<file path="src/rtl/dpb_ppfifo_sched_pkg.sv">
// Shared types for the dual-port-BRAM / ping-pong-FIFO transfer scheduler.
// Latency: n/a (types and constants only).
// Backpressure: n/a.
package dpb_ppfifo_sched_pkg;

    typedef enum logic [2:0] {
        ST_IDLE       = 3'd0,
        ST_ISSUE      = 3'd1,
        ST_WAIT_START = 3'd2,
        ST_WAIT_END   = 3'd3,
        ST_CANCEL     = 3'd4,
        ST_DONE       = 3'd5
    } state_t;

    typedef enum logic [1:0] {
        STS_OK       = 2'd0,
        STS_START_TO = 2'd1,
        STS_END_TO   = 2'd2
    } status_t;

    // Bit positions inside o_grant.
    localparam int GNT_WR = 0;
    localparam int GNT_RD = 1;

    // Round-robin pick: read wins when it is the only requester, or when
    // both are pending and read holds the priority token.
    function automatic logic pick_rd(input logic wr_req, input logic rd_req,
                                     input logic prio_rd);
        return rd_req && (!wr_req || prio_rd);
    endfunction

endpackage

</file>
<file path="src/rtl/dpb_ppfifo_xfer_sched_sync_bit.sv">
// Single-bit multi-flop synchronizer for a level from a foreign clock domain.
// Latency: STAGES clk cycles from d to q.
// Backpressure: none; free-running flop chain.
// Ports: clk/rst (sync, active-high), d async level in, q synchronized level out.
module sync_bit #(
    parameter int   STAGES  = 2,
    parameter logic RST_VAL = 1'b0
) (
    input  logic clk,
    input  logic rst,
    input  logic d,
    output logic q
);

    // Fewer than two stages is not a synchronizer; clamp silently.
    localparam int N = (STAGES < 2) ? 2 : STAGES;

    logic [N-1:0] sync_q;
    logic [N-1:0] sync_d;

    always_comb begin
        sync_d = {sync_q[N-2:0], d};
    end

    always_ff @(posedge clk) begin
        if (rst) begin
            sync_q <= {N{RST_VAL}};
        end else begin
            sync_q <= sync_d;
        end
    end

    assign q = sync_q[N-1];

endmodule

</file>
<file path="src/rtl/dpb_ppfifo_xfer_sched.sv">
// Control-side scheduler for the BRAM <-> PPFIFO adapter: round-robin grant,
// strobe/enable issue, completion tracking via the adapter idle flag, timeout cancel.
// Latency: ack 1 cycle after request is seen; strobe/enable 1 cycle after ack.
// Backpressure: requests are levels held until ack; a new grant waits for IDLE.
// Ports: i_wr_req/o_wr_ack, i_rd_req/o_rd_ack requester handshakes; i_timeout
// per-phase limit (0 = off); o_busy/o_grant/o_done/o_status transfer status;
// o_mem_2_ppfifo_stb, o_ppfifo_2_mem_en, o_cancel_write_stb, i_adapter_idle to adapter.
module dpb_ppfifo_xfer_sched
    import dpb_ppfifo_sched_pkg::*;
#(
    parameter int TIMEOUT_WIDTH = 24,
    parameter int SYNC_STAGES   = 2,
    parameter int CANCEL_HOLD   = 8
) (
    input  logic                     clk,
    input  logic                     rst,
    input  logic                     i_wr_req,
    output logic                     o_wr_ack,
    input  logic                     i_rd_req,
    output logic                     o_rd_ack,
    input  logic [TIMEOUT_WIDTH-1:0] i_timeout,
    output logic                     o_busy,
    output logic [1:0]               o_grant,
    output logic                     o_done,
    output logic [1:0]               o_status,
    output logic                     o_mem_2_ppfifo_stb,
    output logic                     o_ppfifo_2_mem_en,
    output logic                     o_cancel_write_stb,
    input  logic                     i_adapter_idle
);

    localparam logic [TIMEOUT_WIDTH-1:0] CNT_ONE  = TIMEOUT_WIDTH'(1);
    localparam logic [TIMEOUT_WIDTH-1:0] CNT_HOLD = TIMEOUT_WIDTH'(CANCEL_HOLD);

    logic idle_s;

    // The adapter shares rst and is idle after it, so the chain resets to 1.
    sync_bit #(
        .STAGES  (SYNC_STAGES),
        .RST_VAL (1'b1)
    ) u_idle_sync (
        .clk (clk),
        .rst (rst),
        .d   (i_adapter_idle),
        .q   (idle_s)
    );

    state_t                   state_q,   state_d;
    status_t                  sts_q,     sts_d;
    logic [TIMEOUT_WIDTH-1:0] cnt_q,     cnt_d;
    logic                     prio_rd_q, prio_rd_d;
    logic                     wr_ack_q,  wr_ack_d;
    logic                     rd_ack_q,  rd_ack_d;
    logic [1:0]               grant_q,   grant_d;
    logic                     busy_q,    busy_d;
    logic                     done_q,    done_d;
    logic [1:0]               status_q,  status_d;
    logic                     stb_q,     stb_d;
    logic                     en_q,      en_d;
    logic                     cancel_q,  cancel_d;

    logic                     rd_sel;
    logic                     timeout_hit;
    logic [TIMEOUT_WIDTH-1:0] cnt_dec;

    // A counter loaded with 0 never decrements and so never reads 1:
    // that is what makes i_timeout == 0 mean "no timeout".
    assign timeout_hit = (cnt_q == CNT_ONE);
    assign cnt_dec     = (cnt_q != '0) ? (cnt_q - CNT_ONE) : cnt_q;

    always_comb begin
        state_d   = state_q;
        sts_d     = sts_q;
        cnt_d     = cnt_q;
        prio_rd_d = prio_rd_q;
        grant_d   = grant_q;
        en_d      = en_q;
        wr_ack_d  = 1'b0;
        rd_ack_d  = 1'b0;
        done_d    = 1'b0;
        status_d  = STS_OK;
        stb_d     = 1'b0;
        cancel_d  = 1'b0;
        rd_sel    = 1'b0;

        case (state_q)
            ST_IDLE: begin
                if (i_wr_req || i_rd_req) begin
                    rd_sel   = pick_rd(i_wr_req, i_rd_req, prio_rd_q);
                    wr_ack_d = !rd_sel;
                    rd_ack_d = rd_sel;
                    grant_d  = rd_sel ? 2'b10 : 2'b01;
                    state_d  = ST_ISSUE;
                end
            end

            ST_ISSUE: begin
                if (grant_q[GNT_WR]) begin
                    stb_d = 1'b1;
                end else begin
                    en_d  = 1'b1;
                end
                cnt_d   = i_timeout;
                state_d = ST_WAIT_START;
            end

            ST_WAIT_START: begin
                // Adapter leaving idle is checked first so it beats a
                // timeout landing on the same cycle.
                if (!idle_s) begin
                    cnt_d   = i_timeout;
                    state_d = ST_WAIT_END;
                end else if (timeout_hit) begin
                    cancel_d = 1'b1;
                    en_d     = 1'b0;
                    sts_d    = STS_START_TO;
                    cnt_d    = CNT_HOLD;
                    state_d  = ST_CANCEL;
                end else begin
                    cnt_d = cnt_dec;
                end
            end

            ST_WAIT_END: begin
                if (idle_s) begin
                    en_d    = 1'b0;
                    sts_d   = STS_OK;
                    state_d = ST_DONE;
                end else if (timeout_hit) begin
                    cancel_d = 1'b1;
                    en_d     = 1'b0;
                    sts_d    = STS_END_TO;
                    cnt_d    = CNT_HOLD;
                    state_d  = ST_CANCEL;
                end else begin
                    cnt_d = cnt_dec;
                end
            end

            ST_CANCEL: begin
                // Counter now counts the post-cancel hold time.
                if (cnt_q <= CNT_ONE) begin
                    cnt_d   = '0;
                    state_d = ST_DONE;
                end else begin
                    cnt_d = cnt_dec;
                end
            end

            ST_DONE: begin
                done_d    = 1'b1;
                status_d  = sts_q;
                grant_d   = 2'b00;
                // Whoever just finished loses priority to the other side.
                prio_rd_d = grant_q[GNT_WR];
                cnt_d     = '0;
                state_d   = ST_IDLE;
            end

            default: begin
                grant_d = 2'b00;
                en_d    = 1'b0;
                state_d = ST_IDLE;
            end
        endcase

        busy_d = (state_d != ST_IDLE);
    end

    always_ff @(posedge clk) begin
        if (rst) begin
            state_q   <= ST_IDLE;
            sts_q     <= STS_OK;
            cnt_q     <= '0;
            prio_rd_q <= 1'b0;
            wr_ack_q  <= 1'b0;
            rd_ack_q  <= 1'b0;
            grant_q   <= 2'b00;
            busy_q    <= 1'b0;
            done_q    <= 1'b0;
            status_q  <= 2'b00;
            stb_q     <= 1'b0;
            en_q      <= 1'b0;
            cancel_q  <= 1'b0;
        end else begin
            state_q   <= state_d;
            sts_q     <= sts_d;
            cnt_q     <= cnt_d;
            prio_rd_q <= prio_rd_d;
            wr_ack_q  <= wr_ack_d;
            rd_ack_q  <= rd_ack_d;
            grant_q   <= grant_d;
            busy_q    <= busy_d;
            done_q    <= done_d;
            status_q  <= status_d;
            stb_q     <= stb_d;
            en_q      <= en_d;
            cancel_q  <= cancel_d;
        end
    end

    assign o_wr_ack           = wr_ack_q;
    assign o_rd_ack           = rd_ack_q;
    assign o_grant            = grant_q;
    assign o_busy             = busy_q;
    assign o_done             = done_q;
    assign o_status           = status_q;
    assign o_mem_2_ppfifo_stb = stb_q;
    assign o_ppfifo_2_mem_en  = en_q;
    assign o_cancel_write_stb = cancel_q;

endmodule

</file>
<file path="config.mk">
export PLATFORM = sky130hd
export DESIGN_NAME = dpb_ppfifo_xfer_sched
export DESIGN_NICKNAME = d
export VERILOG_FILES = /design/src/rtl/dpb_ppfifo_sched_pkg.sv /design/src/rtl/dpb_ppfifo_xfer_sched_sync_bit.sv /design/src/rtl/dpb_ppfifo_xfer_sched.sv
export SDC_FILE = /design/constraint.sdc
export NUM_CORES = 1
export LEC_CHECK = 0
export ABC_AREA = 1
export ABC_CLOCK_PERIOD_IN_PS = 2700
export BUFFER_PORTS_ARGS = -buffer_cell sky130_fd_sc_hd__buf_2
export CORE_ASPECT_RATIO = 1.25
export CORE_MARGIN = 2
export CORE_UTILIZATION = 62
export CTS_CLUSTER_DIAMETER = 100
export DETAILED_ROUTE_END_ITERATION = 12
export PLACE_DENSITY_LB_ADDON = 0.1
export SLEW_MARGIN = 40
export SYNTH_ARGS = -nofsm -noshare
export SYNTH_HDL_FRONTEND = slang
export SYNTH_SLANG_ARGS = --single-unit
</file>
<file path="constraint.sdc">
create_clock -name clk -period 2.7 [get_ports clk]
set_input_delay 0.27 -clock clk [delete_from_list [all_inputs] [get_ports clk]]
set_output_delay 0.27 -clock clk [all_outputs]
set_load 0.005 [all_outputs]
</file>
==> impl_metrics.yaml <==
sta:
  whs_ps: 153
  setup_violations: 0
  min_period_ps: 1960
  layout_setup_ws_ps: 740
  timing.fmax_mhz: 510
  rsz0062_at_grt: "false"
  worst_pin_slew_ps: 669
  tns_ps: 0
  fin_skew_ps: 7.94
  max_slew_margin_pct: 55.4
  min_period_over_period_pct: 72.6
  maxSlewViolCount: 0
  final-hold-violation-count: 0
cells_and_area:
  final_common_cell: "nand2_1"
  final_net_count: 464
  area_growth_pct: 12.3
  final_layout_size_suffix_gt1_share_pct: 19.6
  layout.cells.non_filler: 490
  num_antenna_cells: 0
  final_cell_mix: "nand2_1 (75), a21oi_1 (53), nor2_1 (50)"
route:
  dr_wl_met3_um: 231
  dr.pass1.iters: 4
  viasPerCell: 5.45
  wl_met2_um: 3430
  wl_um: 6450
  drc: 0
  wl_per_cell_um: 13.2
  wl_met1_um: 2630
  top_layer: "met4"
  drtAntennaViolNets: 0
  vias: 2670
  drt_iter0_markers: 156
die:
  rows: 26
  initial_core_util_pct: 65.5
  die_h_um: 78.2
  die_area_um2: 4950
  die_x_um: 63.3
  fp.coreArea_um2: 4160
  io_pins: 40
clock_network:
  cts.hold.buffers_added: 0
  clk_pin_slew_ps: 80
  cts_tree: "built"
  clockRootBuffer: "clkbuf_8"
  ctsLongestPathBuffers: 2
  clock_latency_ps: 300
  ctsResizeCount: 0
  cts_buffers: 5
  clock_sinks: 43
  post-cts-setup-buffers: 0
  htree_num_levels: 2
logic_synthesis:
  syn_inst: 398
  ys_ff_latch: 43
  syn_avg_cell_area_um2: 6.85
  ys_seq_area_share_pct: 31.6
  syn-num-nets: 429
  synth.distinct_cells: 39
  yosysWarnings: 0
  syn-cell-area_um2: 2730
global_routing:
  gr-total-overflow: 0
  grt_max_degree: 25
  grt_pass1_vias: 2548
  grt_usage_pct: 27.8
  grt_pass1_wl_um: 11100
  antenna_found_initial: 0
min_path:
  hp-class: "input pin to flop"
power_and_ir_drop:
  power.leakage_nw: 1.45
  powerDensity_nw_per_um2: 931
  vdd_drop_max_uv: 499
critical_path:
  end_kind: "flop"
  crit_path_max_fanout: 23
  cp_data_required_time_ps: 2880
  cp-start-kind: "flop"
  path_class: "flop to flop"
  critPathArrivalTime_ps: 2140
placed_design:
  dp.cells: 482
  gp_congestion: 0.961
  pre_cts_slack_ps: 768
  port_buffers: 39
  hpwl_um: 4740
outcome:
  status: "finished clean"
run:
  drv_cap: 0
-- registers in the layout (all words and copies together), names as in the netlist --
signal	cells
o_done	1
o_ppfifo_2_mem_en	1
o_grant	2
cnt_q	24
o_cancel_write_stb	1
sts_q	2
prio_rd_q	1
o_wr_ack	1
o_busy	1
u_idle_sync.sync_q	2
o_mem_2_ppfifo_stb	1
o_status	2
state_q	3
o_rd_ack	1
-- where the power goes --
| group | internal, mW | switching (mW) |
|---|---|---|
| Sequential | 0.758 | 0.158 |
| Combinational | 0.459 | 0.880 |
| Clock | 0.370 | 0.228 |
| Total | 1.59 | 1.27 |
-- metal layers --
| layer | vias up | track usage (%) |
|---|---|---|
| met5 | - | 0 |
| met2 | 60 | 50.8 |
| li1 | 1373 | - |
| met3 | 17 | 5.44 |
| met1 | 1220 | 29.8 |
| met4 | 0 | 14.3 |
-- synth_stat cells, drive strengths merged --
cell     n  share of area [%]
xnor2    4                1.3
a21oi   53                9.7
nand3   28                6.6
clkbuf   6               0.83
nand3b   1               0.28
ha       2               0.92
a31o     2               0.64
o211ai   2               0.92
nand4    8                1.8
a211oi   1               0.28
xor2    11                3.5
nand2   84                 13
nor2    61                 11
or2      4                1.0
o21ai   32                6.4
inv     40                5.7
nor3     5                1.1
a21o     1               0.28
buf      6                1.7
o21bai   1               0.28
nor3b    2               0.55
dfxtp   43                 32
clkinv   1               0.14
-- path summary, 6_finish.rpt --
check / slack [ps] / end / from / cells after the start
setup / recovery: 740 / cnt_q[18]$_SDFFE_PP0P_ / cnt_q[0]$_SDFFE_PP0P_ / 11
hold / removal: 150 / u_idle_sync.sync_q[0]$_SDFF_PP1_ / i_adapter_idle / 2
setup reg to reg: 740 / cnt_q[18]$_SDFFE_PP0P_ / cnt_q[0]$_SDFFE_PP0P_ / 11
hold reg to reg: 450 / u_idle_sync.sync_q[1]$_SDFF_PP1_ / u_idle_sync.sync_q[0]$_SDFF_PP1_ / 1
-- kinds of logic after synthesis --
| kind of cell | Yosys count | synth area share, % |
|---|---|---|
| xor+xnor | 15 | 4.82 |
| buf+inv | 53 | 8.39 |
| flops | 43 | 31.6 |
| fa+ha+maj | 2 | 0.917 |
| compound gates | 92 | 18.5 |
| simple gates | 193 | 35.8 |
-- layout make-up --
type                            instances  area, um2
Tap cell                               56       70.1
Sequential cell                        43        861
Multi-Input combinational cell        302       1640
Fill cell                             363       1100
Inverter                               41        159
Clock buffer                            6       72.6
Timing Repair Buffer                   40        203
Clock inverter                          2       60.1
-- critical path, stage by stage (launching register included) --
cell and delay (ps):
dfxtp_1 360, inv_1 140, ha_1 310, nand2_4 120, nor2_8 180, nand3_4 140
nand3_2 140, nand2_4 170, nand2_1 120, nand2_1 50, nand2_1 50, a21oi_1 60
-- through the flow --
step	cell area [um2]	total power, mW	utilization, %
after floorplan	2730	1.99	-
after global placement	2930	2.22	70.4
after detailed placement	2930	2.24	70.4
after CTS	3060	2.85	73.6
after global routing	3060	3.06	73.6
final	3060	2.85	73.6
(Power assumes the default switching activity.)
